`config.mk`:
```
export PLATFORM = sky130hd
export DESIGN_NAME = vending_change_dispenser_flat
export DESIGN_NICKNAME = d
export VERILOG_FILES = /design/src/rtl/vending_change_dispenser_if.sv /design/src/rtl/vending_change_dispenser.sv /design/src/flat_wrapper.sv
export SDC_FILE = /design/constraint.sdc
export NUM_CORES = 1
export LEC_CHECK = 0
export CELL_PAD_IN_SITES_DETAIL_PLACEMENT = 0
export CELL_PAD_IN_SITES_GLOBAL_PLACEMENT = 2
export CORE_ASPECT_RATIO = 0.7
export CORE_MARGIN = 3
export CORE_UTILIZATION = 36
export CTS_BUF_LIST = sky130_fd_sc_hd__clkbuf_4 sky130_fd_sc_hd__clkbuf_8
export DETAILED_ROUTE_END_ITERATION = 8
export GPL_TIMING_DRIVEN = 0
export PLACE_DENSITY = 0.87
export SYNTH_ARGS = -nofsm -noshare
export SYNTH_HDL_FRONTEND = slang
export SYNTH_SLANG_ARGS = --single-unit
export TNS_END_PERCENT = 50
```
`constraint.sdc`:
```
create_clock -name CLK -period 4.3 [get_ports CLK]
set_input_delay 0.86 -clock CLK [delete_from_list [all_inputs] [get_ports CLK]]
set_output_delay 0.86 -clock CLK [all_outputs]
set_load 0.05 [all_outputs]
```
`src/rtl/vending_change_dispenser_if.sv`:
```
// Handshake bundle between the vending FSM / coin tubes and the change dispenser.
interface vending_change_dispenser_if #(parameter int AMT_W = 5);
    logic             CHG_REQ;
    logic [AMT_W-1:0] CHG_AMT;
    logic             COIN_ACK;
    logic             EMPTY1;
    logic             EMPTY2;
    logic             EMPTY5;
    logic [2:0]       COIN_CODE;
    logic             COIN_VLD;
    logic             BUSY;
    logic             DONE;
    logic [AMT_W-1:0] SHORT;
    logic [3:0]       COIN_CNT;
    logic             ERR;

    modport master (
        output CHG_REQ, CHG_AMT, COIN_ACK, EMPTY1, EMPTY2, EMPTY5,
        input  COIN_CODE, COIN_VLD, BUSY, DONE, SHORT, COIN_CNT, ERR
    );
    modport slave (
        input  CHG_REQ, CHG_AMT, COIN_ACK, EMPTY1, EMPTY2, EMPTY5,
        output COIN_CODE, COIN_VLD, BUSY, DONE, SHORT, COIN_CNT, ERR
    );
endinterface

```
`src/rtl/vending_change_dispenser.sv`:
```
// Greedy coin-by-coin change ejector with empty-tube skipping, ack timeout and shortfall report.
module vending_change_dispenser #(
    parameter int AMT_W       = 5,
    parameter int GAP_CYCLES  = 2,
    parameter int ACK_TIMEOUT = 16
) (
    input  logic CLK,
    input  logic RST,
    vending_change_dispenser_if.slave bus
);
    localparam int TMR_W = $clog2(ACK_TIMEOUT + 1);
    localparam int GAP_W = (GAP_CYCLES > 0) ? $clog2(GAP_CYCLES + 1) : 1;

    typedef enum logic [2:0] {IDLE, SELECT, EJECT, GAP, FINISH} state_t;

    state_t           state_q, state_d;
    logic [AMT_W-1:0] rem_q, rem_d;
    logic [AMT_W-1:0] short_q, short_d;
    logic [2:0]       code_q, code_d;
    logic             vld_q, vld_d;
    logic [3:0]       cnt_q, cnt_d;
    logic             err_q, err_d;
    logic [TMR_W-1:0] tmr_q, tmr_d;
    logic [GAP_W-1:0] gap_q, gap_d;

    always_ff @(posedge CLK or negedge RST) begin
        if (!RST) begin
            state_q <= IDLE;
            rem_q   <= '0;
            short_q <= '0;
            code_q  <= '0;
            vld_q   <= 1'b0;
            cnt_q   <= '0;
            err_q   <= 1'b0;
            tmr_q   <= '0;
            gap_q   <= '0;
        end else begin
            state_q <= state_d;
            rem_q   <= rem_d;
            short_q <= short_d;
            code_q  <= code_d;
            vld_q   <= vld_d;
            cnt_q   <= cnt_d;
            err_q   <= err_d;
            tmr_q   <= tmr_d;
            gap_q   <= gap_d;
        end
    end

    always_comb begin
        state_d = state_q;
        rem_d   = rem_q;
        short_d = short_q;
        code_d  = code_q;
        vld_d   = vld_q;
        cnt_d   = cnt_q;
        err_d   = err_q;
        tmr_d   = tmr_q;
        gap_d   = gap_q;
        case (state_q)
            IDLE: begin
                if (bus.CHG_REQ) begin
                    rem_d   = bus.CHG_AMT;
                    short_d = '0;
                    cnt_d   = '0;
                    err_d   = 1'b0;
                    state_d = SELECT;
                end
            end
            SELECT: begin
                tmr_d = '0;
                if (rem_q >= AMT_W'(5) && !bus.EMPTY5) begin
                    code_d = 3'd5; vld_d = 1'b1; state_d = EJECT;
                end else if (rem_q >= AMT_W'(2) && !bus.EMPTY2) begin
                    code_d = 3'd2; vld_d = 1'b1; state_d = EJECT;
                end else if (rem_q >= AMT_W'(1) && !bus.EMPTY1) begin
                    code_d = 3'd1; vld_d = 1'b1; state_d = EJECT;
                end else begin
                    // Nothing left or no usable tube: whatever remains is the shortfall.
                    short_d = rem_q;
                    state_d = FINISH;
                end
            end
            EJECT: begin
                if (bus.COIN_ACK) begin
                    rem_d   = rem_q - AMT_W'(code_q);
                    cnt_d   = (cnt_q == 4'hF) ? cnt_q : cnt_q + 4'd1;
                    vld_d   = 1'b0;
                    code_d  = '0;
                    gap_d   = '0;
                    state_d = (GAP_CYCLES > 0) ? GAP : SELECT;
                end else if (tmr_q == TMR_W'(ACK_TIMEOUT - 1)) begin
                    // Unacked coin is not deducted from the shortfall.
                    err_d   = 1'b1;
                    vld_d   = 1'b0;
                    code_d  = '0;
                    short_d = rem_q;
                    state_d = FINISH;
                end else begin
                    tmr_d = tmr_q + TMR_W'(1);
                end
            end
            GAP: begin
                if (int'(gap_q) + 1 >= GAP_CYCLES) state_d = SELECT;
                else                               gap_d   = gap_q + GAP_W'(1);
            end
            FINISH:  state_d = IDLE;
            default: state_d = IDLE;
        endcase
    end

    assign bus.COIN_CODE = code_q;
    assign bus.COIN_VLD  = vld_q;
    assign bus.BUSY      = (state_q != IDLE);
    assign bus.DONE      = (state_q == FINISH);
    assign bus.SHORT     = short_q;
    assign bus.COIN_CNT  = cnt_q;
    assign bus.ERR       = err_q;
endmodule

```
`src/flat_wrapper.sv`:
```
// flat-port wrapper written by rule: the top's interface ports become plain ports
module vending_change_dispenser_flat 
#(
    parameter int AMT_W       = 5,
    parameter int GAP_CYCLES  = 2,
    parameter int ACK_TIMEOUT = 16
)
  (CLK, RST, bus_CHG_REQ, bus_CHG_AMT, bus_COIN_ACK, bus_EMPTY1, bus_EMPTY2, bus_EMPTY5, bus_COIN_CODE, bus_COIN_VLD, bus_BUSY, bus_DONE, bus_SHORT, bus_COIN_CNT, bus_ERR);
  vending_change_dispenser_if #(.AMT_W(AMT_W)) bus_i ();
  input  logic CLK;
  input  logic RST;
  input wire logic [$bits(bus_i.CHG_REQ)-1:0] bus_CHG_REQ;
  input wire logic [$bits(bus_i.CHG_AMT)-1:0] bus_CHG_AMT;
  input wire logic [$bits(bus_i.COIN_ACK)-1:0] bus_COIN_ACK;
  input wire logic [$bits(bus_i.EMPTY1)-1:0] bus_EMPTY1;
  input wire logic [$bits(bus_i.EMPTY2)-1:0] bus_EMPTY2;
  input wire logic [$bits(bus_i.EMPTY5)-1:0] bus_EMPTY5;
  output wire logic [$bits(bus_i.COIN_CODE)-1:0] bus_COIN_CODE;
  output wire logic [$bits(bus_i.COIN_VLD)-1:0] bus_COIN_VLD;
  output wire logic [$bits(bus_i.BUSY)-1:0] bus_BUSY;
  output wire logic [$bits(bus_i.DONE)-1:0] bus_DONE;
  output wire logic [$bits(bus_i.SHORT)-1:0] bus_SHORT;
  output wire logic [$bits(bus_i.COIN_CNT)-1:0] bus_COIN_CNT;
  output wire logic [$bits(bus_i.ERR)-1:0] bus_ERR;
  assign bus_i.CHG_REQ = bus_CHG_REQ;
  assign bus_i.CHG_AMT = bus_CHG_AMT;
  assign bus_i.COIN_ACK = bus_COIN_ACK;
  assign bus_i.EMPTY1 = bus_EMPTY1;
  assign bus_i.EMPTY2 = bus_EMPTY2;
  assign bus_i.EMPTY5 = bus_EMPTY5;
  assign bus_COIN_CODE = bus_i.COIN_CODE;
  assign bus_COIN_VLD = bus_i.COIN_VLD;
  assign bus_BUSY = bus_i.BUSY;
  assign bus_DONE = bus_i.DONE;
  assign bus_SHORT = bus_i.SHORT;
  assign bus_COIN_CNT = bus_i.COIN_CNT;
  assign bus_ERR = bus_i.ERR;
  vending_change_dispenser #(.AMT_W(AMT_W), .GAP_CYCLES(GAP_CYCLES), .ACK_TIMEOUT(ACK_TIMEOUT)) u_core (.CLK(CLK), .RST(RST), .bus(bus_i));
endmodule
```
* After elaboration in Yosys (flattened, before gate mapping)
Index checks and enable logic that the tools add are counted.
Cells by class: equality and inequality tests 19, shifts and indexed selects 0, magnitude comparators 4, $mul 0, reductions and logical operators 20, bitwise gates (word level) 0, divide/modulo/power cells 0, add/sub/neg operators 5, muxes and demuxes 44
Operators with widths (count):
- two-way mux 5 bit | 10
- two-way mux 3 bit | 12
- greater-or-equal comparator 32 x 3 -> 1 bit, second input constant | 1
- one-hot mux 5 bit (2 select lines) | 2
- != test 2 bit, second input constant | 9
- one-hot mux 5 bit (3 select lines) | 1
- AND reduction 3 bit | 5
- two-way mux 4 bit | 3
- one-hot mux 3 bit (4 select lines) | 1
- two-way mux 1 bit | 8
- one-hot mux 4 bit (2 select lines) | 1
- AND reduction 4 bit | 2
- AND reduction 7 bit | 1
- == test 3 x 2 -> 1 bit, second input constant | 2
- one-hot mux 3 bit (2 select lines) | 1
- nonzero test 2 bit | 3
- nonzero test 3 bit | 2
- adder 5 x 1 -> 5 bit, second input constant | 1
- == test 5 x 4 -> 1 bit, second input constant | 1
- greater-or-equal comparator 5 x 1 -> 1 bit, second input constant | 1
- greater-or-equal comparator 5 x 2 -> 1 bit, second input constant | 1
- greater-or-equal comparator 5 x 3 -> 1 bit, second input constant | 1
- subtractor 5 x 3 -> 5 bit | 1
- adder 4 x 1 -> 4 bit, second input constant | 1
- 14 further kinds | 21
Storage, ports and cells: bits in read-only memories 0, bits in registers 29, memories kept 0, bits in writable memories 0, input bits 12, logic and storage cells 101, output and inout bits 16, bits in latches 0

* Longest topological paths before layout
depth after elaboration 6, mapped depth 8

* Least setup slack after synthesis
No wires, ideal clock.
kind reg2out, from register u_core.state_q[0], to output port bus_BUSY, cell stages (with the launch flop) 6, required time 3.440 ns, arrival 1.222 ns, setup slack 2.218 ns, cell sequence dfrtp_1 buf_6 or2_0 buf_2 nor2_1 inv_1
On the way: cells in the longest elaborated chain, start to end 1
Ends and longest elaborated chain:
- from (decl) | RTL line vending_change_dispenser.sv:16 | state_t state_q, state_d;
- from (signal assigned) | RTL line vending_change_dispenser.sv:38 | state_q <= state_d;
- nonzero test 3 bit | RTL line vending_change_dispenser.sv:114 | assign bus.BUSY = (state_q != IDLE);
- to (decl) | RTL line flat_wrapper.sv:20 | output wire logic [$bits(bus_i.BUSY)-1:0] bus_BUSY;
Every way passes these cells.

* Worst setup path after layout
Ends and elaborated chain as after synthesis.

==> metrics.txt <==
status=finished clean; Seq cells post-synth=29; Setup TNS Final=0 ns; LEAKAGE=0.925 nW; worst-margin pin slew=0.654 ns; final wirelength=3600 um; largest net degree at the start of global routing=30; FFs w/ async S/R, synth=1.00; clk_skew=0.00594 ns; CTS Buf Count=5; crit path time final=2.99 ns; Num Clock Sinks=29; Post-Route Utilization=0.496; worst rel slew slack=0.564; Slew Viols, Final=0; Post-synth top flop=dfrtp_1; fraction of layout cells with a size suffix above 1=0.118; Final Hold Fails=0; hold_buf cts=0; max cap viols=0; Cell Area, Synth=0.00164 mm^2; DR iter-0 viols=65; sequential area share after synthesis=0.443; Port Buf Inserts=27; vias in the first global route=1346; Longest Clk Path Bufs=2; Clock Tree Root=clkbuf_8; DRC=0; GP Congestion=0.799; worst hold path type=reg2reg; Skew-Pair Late Insertion Delay=0.28 ns; total core area=0.00414 mm^2; Synth warnings=0; Cells after Synth=176; Max Freq=334 MHz; initial antenna violation count=0; row cnt=19; first-pass GRT wire length=6400 um; post-synthesis cell type count=38; Max Used Layer=met4; EDFF count, synth=0; Setup Fix Bufs, Post-CTS=0; arrival time of the worst setup path=2.13 ns; HPWL after detailed placement=2690 um; syn_nets=196; # diodes=0; Metal-1 WL=1910 um; CP Data Required Time=3.44 ns; Crit Path Max Fanout=8; final setup fails=0; PostCTS Resize Cnt=0; met3 WL=108 um; DR WL/cell=13.7 um; grt ovf=0; CTS clk-pin slew, worst paths=0.06 ns; fin nets=230; CP Class=reg2out; number of fill cells in the layout=414; via density per instance=4.89; Vias=1285; PwrDens=724 mW/mm^2; Final period util=0.696; CTS H-tree depth=2; RSZ-0062 raised after global routing=no; all-layer global routing usage=0.150; TritonCTS clock tree=done; ANT nets after route=0; VDD IR-drop max=0.000457 V; Pre-antenna DRT Iters=4; syn avg cell area=9.30 um^2; met2 WL=1540 um; Die X=86.6 um; die height=62.4 um; Top Ports=28; Initial Util=0.396; hold slack final=0.512 ns; DIE AREA=0.00540 mm^2; Layout area overhead=25.5%; crit start category=flop; crit end category=output port
[placed cells by master (no fill, tap or decap), types with 2 or more instances in the layout]
| cell | count |
|---|---|
| nor2_1 | 16 |
| o32a_1 | 2 |
| nand2b_1 | 3 |
| buf_2 | 5 |
| clkinv_2 | 2 |
| clkbuf_8 | 5 |
| xor2_1 | 4 |
| nand4_1 | 2 |
| nor4_2 | 2 |
| nand2_1 | 23 |
| and3_1 | 2 |
| dfrtp_1 | 29 |
| clkdlybuf4s50_1 | 26 |
| or2_2 | 2 |
| a21oi_1 | 9 |
| o21ai_0 | 18 |
| inv_1 | 18 |
| mux2_2 | 2 |
| ha_1 | 7 |
| nand3_1 | 3 |
| o22a_1 | 2 |
| mux2i_1 | 9 |
[state kept, by name (all words and copies together) (netlist names)]
| name | cells |
|---|---|
| u_core.bus.COIN_VLD | 1 |
| u_core.bus.COIN_CODE | 3 |
| u_core.bus.COIN_CNT | 4 |
| u_core.bus.ERR | 1 |
| u_core.rem_q | 5 |
| u_core.bus.SHORT | 5 |
| u_core.state_q | 3 |
| u_core.gap_q | 2 |
| u_core.tmr_q | 5 |
[final cells by class]
cell class / instances / area, um^2 / share of cell area
plain buffers: 6 / 35.0 / 0.0171
clock buffers: 6 / 76.3 / 0.0372
clock inverters: 2 / 10.0 / 0.00488
inverters: 18 / 67.6 / 0.0329
multi-input cells: 123 / 808 / 0.394
flip-flops and latches: 29 / 726 / 0.353
well taps: 52 / 65.1 / 0.0317
repair buffers: 27 / 265 / 0.129
[worst max-delay path, cell delays in order (launching register included)]
cell and delay, ns:
dfrtp_1 0.37, buf_6 0.14, or2_0 0.19, buf_2 0.16
nor2_1 0.21, inv_1 0.09, clkdlybuf4s50_1 0.70
[synthesized netlist by cell type (3+ instances only)]
cell / n / area share
xor2_1: 4 / 0.021
dfrtp_1: 29 / 0.44
nor2_1: 16 / 0.037
inv_1: 18 / 0.041
o21ai_0: 18 / 0.055
ha_1: 7 / 0.054
a21oi_1: 9 / 0.028
nand3_1: 3 / 0.0092
nand2_1: 23 / 0.053
buf_2: 4 / 0.012
mux2i_1: 9 / 0.055
nand2b_1: 3 / 0.011
[path summary, 6_finish.rpt]
kind	from	endpoint	slack [ns]	cells past startpoint
worst max-delay path	u_core.state_q[0]$_DFFE_PN0P_	bus_BUSY	1.31	6
worst min-delay path	u_core.gap_q[0]$_DFFE_PN0P_	u_core.gap_q[0]$_DFFE_PN0P_	0.51	1
worst max register to register	u_core.tmr_q[0]$_DFFE_PN0P_	u_core.tmr_q[0]$_DFFE_PN0P_	2.21	6
worst min register to register	u_core.gap_q[0]$_DFFE_PN0P_	u_core.gap_q[0]$_DFFE_PN0P_	0.51	1
max in group asynchronous	RST	u_core.tmr_q[2]$_DFFE_PN0P_	3.27	1
min in group asynchronous	RST	u_core.rem_q[4]$_DFFE_PN0P_	0.61	1
[cells by family after synthesis]
logic type                 after synthesis  share of synthesized area
and+or+nand+nor                         60                      0.184
AOI/OAI and AO/OA                       39                      0.148
DFF                                     29                      0.443
buffers and inverters                   24                     0.0627
adders and majority gates                8                     0.0657
xor gates and xnor gates                 5                     0.0268
muxes                                   11                     0.0688
[report_power, final]
group | internal (mW) | leakage, nW | switching [mW]
clock | 0.118 | 0.0484 | 0.105
sequential | 0.364 | 0.374 | 0.0865
combinational | 0.317 | 0.503 | 0.496
[per-stage QoR]
| step | worst slack [ns] | power (mW) | cells | area [um^2] |
|---|---|---|---|---|
| floorplan | 2.22 | 1.04 | 176 | 1640 |
| global placement | 1.60 | 1.26 | 255 | 1970 |
| detailed placement | 1.62 | 1.27 | 255 | 1970 |
| CTS | 1.29 | 1.50 | 263 | 2060 |
| global route | 1.16 | 1.61 | 263 | 2050 |
| finish | 1.31 | 1.49 | 263 | 2050 |
[routing by layer]
layer / global-route usage / vias to the layer above
li1: - / 668
met1: 0.218 / 594
met2: 0.217 / 18
met3: 0.0395 / 5
met4: 0.0467 / 0
met5: 0 / -
Power figures use the tool's default switching activity.
